<file path="src/rtl/nibble_serial_adder_ctrl_pkg.sv">
// Shared definitions for the nibble-serial adder: FSM encodings and slice width.
package nibble_serial_adder_ctrl_pkg;

    localparam int SLICE_W = 4;

    typedef enum logic [1:0] {
        IDLE = 2'd0,
        RUN  = 2'd1,
        DONE = 2'd2
    } state_t;

endpackage

</file>
<file path="src/rtl/nibble_serial_adder_ctrl_cla.sv">
// Combinational 4-bit carry-lookahead adder.
// The top-level controller reuses this slice once per nibble.
module adder4bitcla_beh
    import nibble_serial_adder_ctrl_pkg::*;
(
    input  logic [SLICE_W-1:0] a,
    input  logic [SLICE_W-1:0] b,
    input  logic               cin,
    output logic [SLICE_W-1:0] sum,
    output logic               cout
);

    logic [SLICE_W-1:0] g;
    logic [SLICE_W-1:0] p;
    logic [SLICE_W-1:0] c;

    assign g = a & b;
    assign p = a ^ b;

    // Each carry is flattened into generate/propagate terms, so no carry ripples between bits.
    assign c[0] = cin;
    assign c[1] = g[0] | (p[0] & cin);
    assign c[2] = g[1] | (p[1] & g[0]) | (p[1] & p[0] & cin);
    assign c[3] = g[2] | (p[2] & g[1]) | (p[2] & p[1] & g[0]) | (p[2] & p[1] & p[0] & cin);
    assign cout = g[3] | (p[3] & g[2]) | (p[3] & p[2] & g[1]) | (p[3] & p[2] & p[1] & g[0])
                | (p[3] & p[2] & p[1] & p[0] & cin);

    generate
        for (genvar gi = 0; gi < SLICE_W; gi++) begin : g_sum
            assign sum[gi] = p[gi] ^ c[gi];
        end
    endgenerate

endmodule

</file>
<file path="src/rtl/nibble_serial_adder_ctrl.sv">
// Nibble-serial add/subtract unit.
// A single 4-bit CLA slice handles one nibble per cycle, LSB first.
module nibble_serial_adder_ctrl
    import nibble_serial_adder_ctrl_pkg::*;
#(
    parameter  int NIBBLES = 4,
    localparam int W       = SLICE_W * NIBBLES
) (
    input  logic         clk,
    input  logic         rst_n,
    input  logic         start,
    input  logic         sub,
    input  logic [W-1:0] a,
    input  logic [W-1:0] b,
    input  logic         cin,
    output logic         busy,
    output logic         done,
    output logic [W-1:0] sum,
    output logic         cout,
    output logic         ovf
);

    localparam int IDX_W = (NIBBLES > 1) ? $clog2(NIBBLES) : 1;

    state_t             state_reg;
    state_t             state_next;
    logic               accept_next;
    logic               last_nibble;

    logic [W-1:0]       a_reg;
    logic [W-1:0]       b_reg;
    logic               carry_reg;
    logic [IDX_W-1:0]   idx_reg;
    logic [W-1:0]       sum_reg;
    logic               cout_reg;
    logic               ovf_reg;

    logic [SLICE_W-1:0] slice_a;
    logic [SLICE_W-1:0] slice_b;
    logic [SLICE_W-1:0] slice_sum;
    logic               slice_cout;

    assign last_nibble = (idx_reg == IDX_W'(NIBBLES - 1));
    assign slice_a     = a_reg[idx_reg * SLICE_W +: SLICE_W];
    assign slice_b     = b_reg[idx_reg * SLICE_W +: SLICE_W];

    adder4bitcla_beh u_slice (
        .a    (slice_a),
        .b    (slice_b),
        .cin  (carry_reg),
        .sum  (slice_sum),
        .cout (slice_cout)
    );

    always_ff @(posedge clk or negedge rst_n) begin
        if (!rst_n) begin
            state_reg <= IDLE;
        end else begin
            state_reg <= state_next;
        end
    end

    always_comb begin
        state_next  = state_reg;
        accept_next = 1'b0;
        case (state_reg)
            IDLE: begin
                if (start) begin
                    state_next  = RUN;
                    accept_next = 1'b1;
                end
            end
            RUN: begin
                if (last_nibble) begin
                    state_next = DONE;
                end
            end
            DONE: begin
                if (start) begin
                    state_next  = RUN;
                    accept_next = 1'b1;
                end else begin
                    state_next = IDLE;
                end
            end
            default: state_next = IDLE;
        endcase
    end

    // Subtraction is A + ~B + 1, so the inversion and the forced carry are applied at latch time.
    always_ff @(posedge clk or negedge rst_n) begin
        if (!rst_n) begin
            a_reg     <= '0;
            b_reg     <= '0;
            carry_reg <= 1'b0;
            idx_reg   <= '0;
            sum_reg   <= '0;
            cout_reg  <= 1'b0;
            ovf_reg   <= 1'b0;
        end else if (accept_next) begin
            a_reg     <= a;
            b_reg     <= sub ? ~b : b;
            carry_reg <= sub ? 1'b1 : cin;
            idx_reg   <= '0;
        end else if (state_reg == RUN) begin
            sum_reg[idx_reg * SLICE_W +: SLICE_W] <= slice_sum;
            carry_reg <= slice_cout;
            if (last_nibble) begin
                idx_reg  <= '0;
                cout_reg <= slice_cout;
                ovf_reg  <= (a_reg[W-1] == b_reg[W-1]) && (slice_sum[SLICE_W-1] != a_reg[W-1]);
            end else begin
                idx_reg <= idx_reg + IDX_W'(1);
            end
        end
    end

    assign busy = (state_reg == RUN);
    assign done = (state_reg == DONE);
    assign sum  = sum_reg;
    assign cout = cout_reg;
    assign ovf  = ovf_reg;

endmodule

</file>
<file path="config.mk">
export PLATFORM = sky130hd
export DESIGN_NAME = nibble_serial_adder_ctrl
export DESIGN_NICKNAME = d
export VERILOG_FILES = /design/src/rtl/nibble_serial_adder_ctrl_pkg.sv /design/src/rtl/nibble_serial_adder_ctrl_cla.sv /design/src/rtl/nibble_serial_adder_ctrl.sv
export SDC_FILE = /design/constraint.sdc
export NUM_CORES = 1
export LEC_CHECK = 0
export BUFFER_PORTS_ARGS = -buffer_cell sky130_fd_sc_hd__buf_2
export CORE_MARGIN = 10
export CORE_UTILIZATION = 49
export CTS_CLUSTER_SIZE = 30
export DETAILED_ROUTE_END_ITERATION = 10
export HOLD_SLACK_MARGIN = 0.12
export PLACE_DENSITY = 0.76
export SYNTH_ARGS = -nofsm -noshare
export SYNTH_HDL_FRONTEND = slang
export SYNTH_HIERARCHICAL = 1
export SYNTH_SLANG_ARGS = --single-unit
</file>
<file path="constraint.sdc">
create_clock -name clk -period 2.6 [get_ports clk]
set_input_delay 0.26 -clock clk [delete_from_list [all_inputs] [get_ports clk]]
set_output_delay 0.26 -clock clk [all_outputs]
set_load 0.01 [all_outputs]
</file>
==> results of run 1 <==
## routing by layer
metal  global-route usage  vias up  wire [um]
li1                     -      904          -
met1                0.155      866       2390
met2                0.200       44       2500
met5                    0        -          0
met3               0.0492        5        358
met4               0.0474        0         74
## report_power, final
| group | switching, mW | internal, mW |
|---|---|---|
| Combinational | 1.17 | 1.09 |
| Clock | 0.284 | 0.188 |
| Sequential | 0.270 | 1.24 |
| Total | 1.72 | 2.51 |
## final cells by class
| class | instances | share of cell area |
|---|---|---|
| inverters | 8 | 0.00945 |
| well taps | 72 | 0.0283 |
| clock buffers | 5 | 0.0216 |
| multi-input cells | 153 | 0.396 |
| repair buffers | 63 | 0.105 |
| clock inverters | 3 | 0.00630 |
| flip-flops and latches | 55 | 0.433 |
## layout by cell type, fill, tap and decap left out, types with 6 or more instances in the layout
cell type and n:
a22o_2 9, buf_2 56, buf_4 6, dfrtp_1 54, ha_1 11, inv_1 8
mux2_2 15, mux4_2 8, nand2_1 34, o21ai_0 26, xnor2_1 18
## cell families (layout without fill, tap and decap cells)
family / after synthesis / in the layout / share of synthesized area
compound gates: 44 / 44 / 0.105
xor+xnor: 19 / 19 / 0.0610
fa+ha+maj: 12 / 12 / 0.0578
buf+inv: 18 / 79 / 0.0349
flops: 55 / 55 / 0.505
mux: 25 / 25 / 0.136
simple gates: 53 / 53 / 0.101
## worst max path at each step
stage / slack, ns / to / startpoint
after floorplan: 0.05 / ovf / idx_reg[0]
after detailed placement: 0.08 / ovf / idx_reg[0]
after global routing: 0.02 / ovf / idx_reg[0]
after global placement: 0.20 / ovf / idx_reg[0]
final: 0.22 / ovf / idx_reg[0]
after CTS: 0.07 / ovf / idx_reg[0]
## what timing repair did
item | in CTS | in global routing
buffers inserted | 0 | 0
hold endpoints to repair | 16 | 0
endpoints found under the setup margin | 0 | 8
hold buffers | 1 | 0
resized for setup | 0 | 1
==> out/qor.csv, run 1 <==
stage,metric,value,unit
route,drc_errors,0,
floorplan,num_rows,27,
sta,rsz0062_at_grt,false,
logic_synthesis,synth-edff-count,0,
critical_path,reg2reg_to,ovf,
critical_path,crit_chain,mux4_2 -> ha_1 -> a21oi_1 -> o21ai_2 -> xor2_1 -> and3b_1 -> a21oi_1 -> o21ai_0,
route,finalWirelength,5320,um
pwr,p_per_area,1330,nW/um2
placed_design,dp_cells,350,
placed_design,post_dp_cell_area,3080,um2
critical_path,crit_path_frequent_cell,a21oi_1,
critical_path,max_stage_delay,0.57,ns
clock_network,clock_path_buffers,2,
logic_synthesis,avgSynthCellArea,12.1,um2
floorplan,die_area,8950,um2
min_path,hold_path.class,primary input to flip-flop,
finish,syn2layout_area_growth,16.6,%
finish,num-fill-cells,486,
critical_path,worst-path-buf-inv,0,
clock_network,cts_root_buffer,clkbuf_8,
outcome,outcome,finished clean,
critical_path,r2r_cells,8,
floorplan,io_pins,57,
min_path,hp-start,a[14],
sta,holdWs,0.159,ns
sta,fin_crit_sh,0.914,
pwr,ir_worst_vdd,0.668,mV
placed_design,post-place-ws,0.0801,ns
route,first_pass_iters,4,
finish,fin_area,3180,um2
global_routing,grt_pass1_wl,9100,um
logic_synthesis,syn_inst,226,
pwr,power,4.24,mW
sta,setup_viol,0,
critical_path,end_kind,flip-flop,
route,wire_per_inst,14.8,um
critical_path,start_kind,flip-flop,
critical_path,crit_type,flip-flop to flip-flop,
route,vias,1819,
finish,multi_input_area,1260,um2
floorplan,start_util,0.501,
finish,drive_above_1_share,0.383,
global_routing,grt_pass1_vias,1972,
critical_path,rr_startpoint,idx_reg[0],
sta,finClkSkew,0.00891,ns
pwr,p_leak,1.52,nW
logic_synthesis,ys_async_sr_fraction,1.00,
clock_network,worstSkewPairLatency,0.32,ns
min_path,min_to,a_reg[14],
logic_synthesis,synth_common_cells,"dfrtp_1, nand2_1, o21ai_0, xnor2_1, mux2_2",
sta,tightestPinTransition,0.694,ns
route,drt_iter0_markers,48,
logic_synthesis,synth_seq_cells,55,
floorplan,fp.coreArea,5440,um2
global_routing,antenna_found_initial,0,
finish,regArea,1380,um2
critical_path,arrival,2.57,ns
route,avgViaCountPerCell,5.07,
logic_synthesis,seq_area_frac_synth,0.505,
sta,hold_viol,0,
finish,fin_cells,359,
logic_synthesis,yosysMostFrequentCell,dfrtp_1,
critical_path,cp.depth,8,
sta,finalCriticalPeriod,2.38,ns
clock_network,clock_sinks,55,
finish,final_core_util,0.585,
critical_path,crit_required,2.80,ns
sta,max_clock_freq,421,MHz
logic_synthesis,synth_area_leader_cell,dfrtp_1,
logic_synthesis,syn-num-nets,275,
finish,diodes,0,
sta,totalNegativeSetupSlack,0,ns
critical_path,crit_family,multiplexers,
logic_synthesis,synth_area_leaders,"dfrtp_1, mux4_2, mux2_2, xnor2_1, ha_1",
finish,final_nets,335,
critical_path,ff2ff_setup_slack,0.22,ns
sta,slew_headroom,0.531,
logic_synthesis,netlist.area_leader.share,0.505,
clock_network,cts_tree,done,
critical_path,crit_fanout,8,
clock_network,numCtsBuffers,5,
placed_design,io_buffer_count,56,
global_routing,grt_max_degree,40,
route,ant_nets,0,
floorplan,die_x,94.6,um
floorplan,fp.dieH,94.6,um
sta,slew_violations,0,
logic_synthesis,synth_ff_type,dfrtp_1,
logic_synthesis,netlist_area,2730,um2
run,cap_violations,0,
critical_path,crit_slowest_cell,mux4_2,
logic_synthesis,yosysWarnings,6,
logic_synthesis,yosys.cell_types.count,33,
global_routing,overflow,0,
placed_design,place_hpwl,4220,um
placed_design,gp_congestion,0.780,
min_path,hold_depth,2,
clock_network,h-tree-depth,2,
clock_network,clk_pin_slew,0.10,ns
sta,fin_ws,0.223,ns
global_routing,gr-usage-all-layers,0.127,
Note: power is estimated with default switching activity, not from simulation.
==> run 2: changes to the inputs <==
--- a/config.mk
+++ b/config.mk
@@ -5,11 +5,12 @@
 export SDC_FILE = /design/constraint.sdc
 export NUM_CORES = 1
 export LEC_CHECK = 0
-export BUFFER_PORTS_ARGS = -buffer_cell sky130_fd_sc_hd__buf_2
+export CAP_MARGIN = 20
 export CORE_MARGIN = 10
-export CORE_UTILIZATION = 49
+export CORE_UTILIZATION = 60
 export CTS_CLUSTER_SIZE = 30
 export DETAILED_ROUTE_END_ITERATION = 10
+export DONT_BUFFER_PORTS = 1
 export HOLD_SLACK_MARGIN = 0.12
 export PLACE_DENSITY = 0.76
 export SYNTH_ARGS = -nofsm -noshare
==> constraint.sdc (replaced) <==
create_clock -name clk -period 2.65 [get_ports clk]
set_input_delay 0.265 -clock clk [delete_from_list [all_inputs] [get_ports clk]]
set_output_delay 0.265 -clock clk [all_outputs]
set_load 0.01 [all_outputs]
==> out/qor.csv, run 2 (same netlist as run 1, synthesis figures left out) <==
stage,metric,value,unit,change
outcome,outcome,finished clean,,
clock_network,post_cts_buffers,0,,unchanged
pwr,sw_frac_of_total,0.408,,+0.000790
clock_network,clk_pin_slew,0.09,ns,about the same
floorplan,die_x,87.4,um,-7.6%
route,first_pass_iters,4,,unchanged
sta,slew_violations,0,,unchanged
clock_network,numCtsBuffers,5,,unchanged
floorplan,fp.dieH,87.4,um,-7.6%
sta,tightestPinTransition,0.616,ns,-0.0784 ns
critical_path,arrival,2.56,ns,about the same
placed_design,place_hpwl,3910,um,-7.2%
global_routing,grt_max_degree,56,,+40%
sta,finClkSkew,0.00728,ns,-0.00162 ns
route,ant_nets,0,,unchanged
pwr,p_int,2.48,mW,-1.3%
placed_design,gp_congestion,0.803,,+3.0%
global_routing,grt_pass1_vias,1793,,-9.1%
global_routing,grt_pass1_wl,8910,um,-2.1%
route,wire_per_inst,18.1,um,+22%
route,drt_iter0_markers,103,,+110%
min_path,hold_path.class,primary input to flip-flop,,
pwr,seq_power_share,0.374,,+0.018
placed_design,post-place-ws,0.181,ns,+0.101 ns
critical_path,end_kind,flip-flop,,
pwr,ir_worst_vdd,0.612,mV,-8.4%
sta,setup_viol,0,,unchanged
finish,layout_commonest_cell,dfrtp_1,,
critical_path,crit_path_frequent_cell,a21oi_1,,
finish,num-fill-cells,329,,-32%
sta,max_clock_freq,422,MHz,+0.39%
pwr,combPwrFrac,0.508,,-0.024
clock_network,cts_root_buffer,clkbuf_8,,
sta,fin_crit_sh,0.893,,-0.0207
clock_network,h-tree-depth,2,,unchanged
critical_path,start_kind,flip-flop,,
finish,syn2layout_area_growth,12.4,%,
clock_network,clock_path_buffers,2,,unchanged
route,vias,1707,,-6.2%
sta,fin_ws,0.282,ns,+0.0592 ns
pwr,p_leak,1.35,nW,-11%
route,drc_errors,0,,unchanged
clock_network,worstSkewPairLatency,0.31,ns,about the same
floorplan,num_rows,24,,-11%
finish,regArea,1380,um2,unchanged
critical_path,crit_slowest_cell,mux4_2,,
sta,slew_headroom,0.584,,+0.0530
floorplan,start_util,0.622,,+0.121
global_routing,gr-usage-all-layers,0.150,,+0.0231
finish,final_nets,294,,-12%
critical_path,crit_fanout,7,,-1
pwr,power.switching,1.71,mW,-0.95%
floorplan,die_area,7640,um2,-15%
pwr,p_per_area,1370,nW/um2,+2.5%
clock_network,clock_sinks,55,,unchanged
critical_path,crit_type,flip-flop to flip-flop,,
global_routing,antenna_found_initial,0,,unchanged
sta,hold_viol,0,,unchanged
run,cap_violations,0,,unchanged
finish,diodes,0,,unchanged
sta,totalNegativeSetupSlack,0,ns,unchanged
floorplan,io_pins,57,,unchanged
critical_path,max_stage_delay,0.58,ns,about the same
critical_path,crit_chain,mux4_2 -> ha_1 -> a21oi_1 -> o21ai_2 -> xor2_1 -> and3b_1 -> a21oi_1 -> o21ai_0,,
pwr,p_clk_frac,0.118,,+0.007
clock_network,cts_tree,done,,
sta,finalCriticalPeriod,2.37,ns,-0.00925 ns
sta,rsz0062_at_grt,false,,
route,avgViaCountPerCell,5.73,,+13%
finish,multi_input_area,1260,um2,+0.60%
global_routing,overflow,0,,unchanged
route,finalWirelength,5380,um,+1.2%
critical_path,crit_required,2.84,ns,+0.04 ns
finish,final_cell_mix,"dfrtp_1, nand2_1, o21ai_0",,
finish,drive_above_1_share,0.215,,-0.168
floorplan,fp.coreArea,4380,um2,-19%
placed_design,io_buffer_count,0,,-100%
## run 2: changes by cell type in the layout (fill, tap and decap cells not counted), sizes merged
cell         change
clkbuf           +3
clkinv           -1
buf             -57
dlygate4sd3     +16
clkinvlp         -2
## run 2: per-stage QoR
stage          total power [mW]  area, um2   util  std cells  hold WS, ns
6_report                   4.19       3070  0.699        298        0.135
5_1_grt                    4.56       3070  0.699        298        0.140
4_1_cts                    4.16       3060  0.697        298        0.132
3_5_place_dp               3.61       2760  0.629        272      -0.0279
3_3_place_gp               3.56       2760  0.629        272      -0.0280
2_1_floorplan              3.07       2730      -        226      -0.0306
## run 2: final cells by class
cell class | count | share of cell area
repair buffers | 22 | 0.0743
flip-flops and latches | 55 | 0.449
clock buffers | 8 | 0.0327
well taps | 52 | 0.0212
inverters | 8 | 0.00980
multi-input cells | 153 | 0.413
## run 2: worst paths after layout
kind,start,end,slack [ns],depth (start not counted)
max in group asynchronous,rst_n,idx_reg[0],1.94,2
setup reg to reg,idx_reg[0],ovf,0.28,8
hold / removal,b[13],b_reg[13],0.13,2
setup / recovery,idx_reg[0],ovf,0.28,8
min in group asynchronous,rst_n,a_reg[8],0.47,2
hold reg to reg,b_reg[7],b_reg[7],0.49,2
## run 2: critical path: cells and delay by family (launching register included)
| kind | cells | cell delay [ns] |
|---|---|---|
| xor+xnor | 1 | 0.20 |
| compound gates | 4 | 0.45 |
| simple gates | 1 | 0.20 |
| fa+ha+maj | 1 | 0.34 |
| mux | 1 | 0.58 |
| flops | 1 | 0.49 |
## run 2: power groups by stage
stage | combinational (mW) | clock, mW | sequential (mW)
after CTS | 2.08 | 0.508 | 1.57
after global placement | 1.99 | 0 | 1.57
after detailed placement | 2.02 | 0 | 1.59
final | 2.13 | 0.495 | 1.56
after floorplan | 1.62 | 0 | 1.44
after global routing | 2.40 | 0.542 | 1.61
## run 2: repair_timing
| action | CTS | global route |
|---|---|---|
| endpoints found under the setup margin | 0 | 2 |
| hold buffers | 18 | 0 |
| resized for setup | 0 | 2 |
| hold endpoints to repair | 71 | 0 |
## run 2: routing by layer
layer | up-vias | part of all wire | wire [um] | GRT usage
met2 | 55 | 0.49 | 2620 | 0.235
met1 | 819 | 0.42 | 2280 | 0.183
met3 | 7 | 0.073 | 395 | 0.0534
li1 | 826 | - | - | -
met4 | 0 | 0.016 | 88 | 0.0609
met5 | - | 0 | 0 | 0
==> run 3: changes to the inputs <==
--- a/config.mk
+++ b/config.mk
@@ -6,7 +6,6 @@
 export NUM_CORES = 1
 export LEC_CHECK = 0
 export CAP_MARGIN = 20
-export CORE_MARGIN = 10
 export CORE_UTILIZATION = 60
 export CTS_CLUSTER_SIZE = 30
 export DETAILED_ROUTE_END_ITERATION = 10
==> constraint.sdc (replaced) <==
create_clock -name clk -period 2.7 [get_ports clk]
set_input_delay 0.27 -clock clk [delete_from_list [all_inputs] [get_ports clk]]
set_output_delay 0.27 -clock clk [all_outputs]
set_load 0.01 [all_outputs]
==> out/qor.csv, run 3 (same netlist as run 1, synthesis figures left out) <==
stage,metric,value,unit,change
outcome,outcome,finished clean,,
route,drt_iter0_markers,101,,-1.9%
critical_path,start_kind,flip-flop,,
route,vias,1749,,+2.5%
pwr,ir_worst_vdd,0.587,mV,-4.1%
sta,finalCriticalPeriod,2.47,ns,+0.104 ns
critical_path,worst-path-buf-inv,1,,+1
clock_network,worstSkewPairLatency,0.31,ns,about the same
route,finalWirelength,5150,um,-4.3%
critical_path,arrival,2.67,ns,+0.11 ns
floorplan,start_util,0.626,,+0.00429
global_routing,grt_pass1_vias,1840,,+2.6%
route,wire_per_inst,17.3,um,-4.3%
global_routing,grt_pass1_wl,8910,um,unchanged
pwr,p_clk_frac,0.133,,+0.015
clock_network,cts_tree,done,,
route,ant_nets,0,,unchanged
pwr,seq_power_share,0.362,,-0.012
critical_path,crit_type,flip-flop to flip-flop,,
sta,setup_viol,0,,unchanged
route,avgViaCountPerCell,5.87,,+2.5%
global_routing,gr-usage-all-layers,0.239,,+0.0888
clock_network,numCtsBuffers,5,,unchanged
clock_network,clock_sinks,55,,unchanged
finish,layout_commonest_cell,dfrtp_1,,
min_path,hold_path.class,primary input to flip-flop,,
placed_design,place_hpwl,3750,um,-4.1%
clock_network,h-tree-depth,2,,unchanged
sta,fin_crit_sh,0.916,,+0.0221
finish,final_nets,294,,unchanged
sta,totalNegativeSetupSlack,0,ns,unchanged
run,cap_violations,0,,unchanged
clock_network,cts_root_buffer,clkbuf_8,,
critical_path,max_stage_delay,0.52,ns,-0.06 ns
finish,diodes,0,,unchanged
critical_path,crit_chain,buf_4 -> mux4_2 -> ha_1 -> a21oi_1 -> o21ai_2 -> xor2_1 -> and3b_1 -> a21oi_1 -> o21ai_0,,
clock_network,clk_pin_slew,0.09,ns,about the same
global_routing,antenna_found_initial,0,,unchanged
pwr,sw_frac_of_total,0.409,,+0.00139
finish,fin_cells,298,,unchanged
floorplan,io_pins,57,,unchanged
pwr,power.switching,1.71,mW,+0.36%
sta,slew_headroom,0.525,,-0.0584
critical_path,crit_family,multiplexers,,
sta,max_clock_freq,405,MHz,-4.2%
finish,syn2layout_area_growth,12.8,%,
global_routing,grt_max_degree,56,,unchanged
sta,rsz0062_at_grt,false,,
placed_design,dp_cells,272,,unchanged
global_routing,overflow,0,,unchanged
pwr,p_leak,1.36,nW,+0.35%
floorplan,fp.coreArea,4350,um2,-0.68%
placed_design,gp_congestion,0.854,,+6.3%
pwr,p_per_area,1360,nW/um2,-0.27%
floorplan,die_x,69.4,um,-21%
sta,tightestPinTransition,0.712,ns,+0.0963 ns
critical_path,crit_slowest_cell,mux4_2,,
clock_network,clock_path_buffers,2,,unchanged
route,first_pass_iters,4,,unchanged
critical_path,crit_path_frequent_cell,a21oi_1,,
sta,slew_violations,0,,unchanged
critical_path,end_kind,flip-flop,,
pwr,combPwrFrac,0.505,,-0.003
finish,drive_above_1_share,0.211,,-0.00407
pwr,p_int,2.48,mW,-0.22%
floorplan,fp.dieH,69.4,um,-21%
floorplan,die_area,4820,um2,-37%
sta,hold_viol,0,,unchanged
placed_design,io_buffer_count,0,,unchanged
sta,finClkSkew,0.00687,ns,-0.000418 ns
critical_path,crit_fanout,9,,+2
critical_path,crit_required,2.90,ns,+0.06 ns
floorplan,num_rows,24,,unchanged
route,drc_errors,0,,unchanged
finish,final_cell_mix,"dfrtp_1, nand2_1, o21ai_0",,
## run 3: changes by cell type in the layout (fill, tap and decap cells not counted), sizes merged
cell    before  now
bufinv       0    1
clkinv       0    1
clkbuf       8    6
## run 3: power by group through the flow
stage	sequential (mW)	clock, mW	combinational (mW)
floorplan	1.42	0	1.59
global placement	1.52	0	1.93
finish	1.52	0.557	2.11
detailed placement	1.54	0	2.06
global route	1.56	0.599	2.34
CTS	1.52	0.571	2.11
## run 3: through the flow
step                cell area, um2  hold slack, ns  setup slack [ns]   util  power (mW)
global placement              2760         -0.0240             0.388  0.634        3.45
floorplan                     2730         -0.0256             0.149      -        3.01
detailed placement            2760         -0.0242             0.232  0.634        3.59
finish                        3070           0.146             0.228  0.706        4.19
CTS                           3070           0.138             0.233  0.706        4.19
global route                  3070           0.148            0.0394  0.706        4.50
## run 3: routing by layer
layer | share of wire | GRT usage | vias up
met5 | 0 | 0 | -
met4 | 0.019 | 0.0816 | 0
met3 | 0.051 | 0.0523 | 10
met2 | 0.51 | 0.399 | 60
met1 | 0.42 | 0.309 | 861
li1 | - | - | 818
## run 3: area by class of cell
| class | instances | area (um2) |
|---|---|---|
| clock buffers | 6 | 82.6 |
| clock inverters | 2 | 35.0 |
| fillers | 306 | 1280 |
| inverters | 8 | 30.0 |
| multi-input cells | 153 | 1260 |
| flip-flops and latches | 55 | 1380 |
| well taps | 52 | 65.1 |
| repair buffers | 22 | 228 |
## run 3: worst paths after layout
path                                  from  slack (ns)        end  cells past startpoint
worst max-delay path            idx_reg[0]        0.23        ovf                      9
worst min-delay path                  b[3]        0.15   b_reg[3]                      2
worst max register to register  idx_reg[0]        0.23        ovf                      9
worst min register to register    b_reg[1]        0.49   b_reg[1]                      2
max in group asynchronous            rst_n        2.00  a_reg[11]                      2
min in group asynchronous            rst_n        0.46   a_reg[4]                      2
## run 3: what timing repair did
item                      in CTS  in global routing
gates resized for setup        0                  0
hold endpoints to repair      71                  0
setup buffers                  0                  0
hold buffers                  18                  0
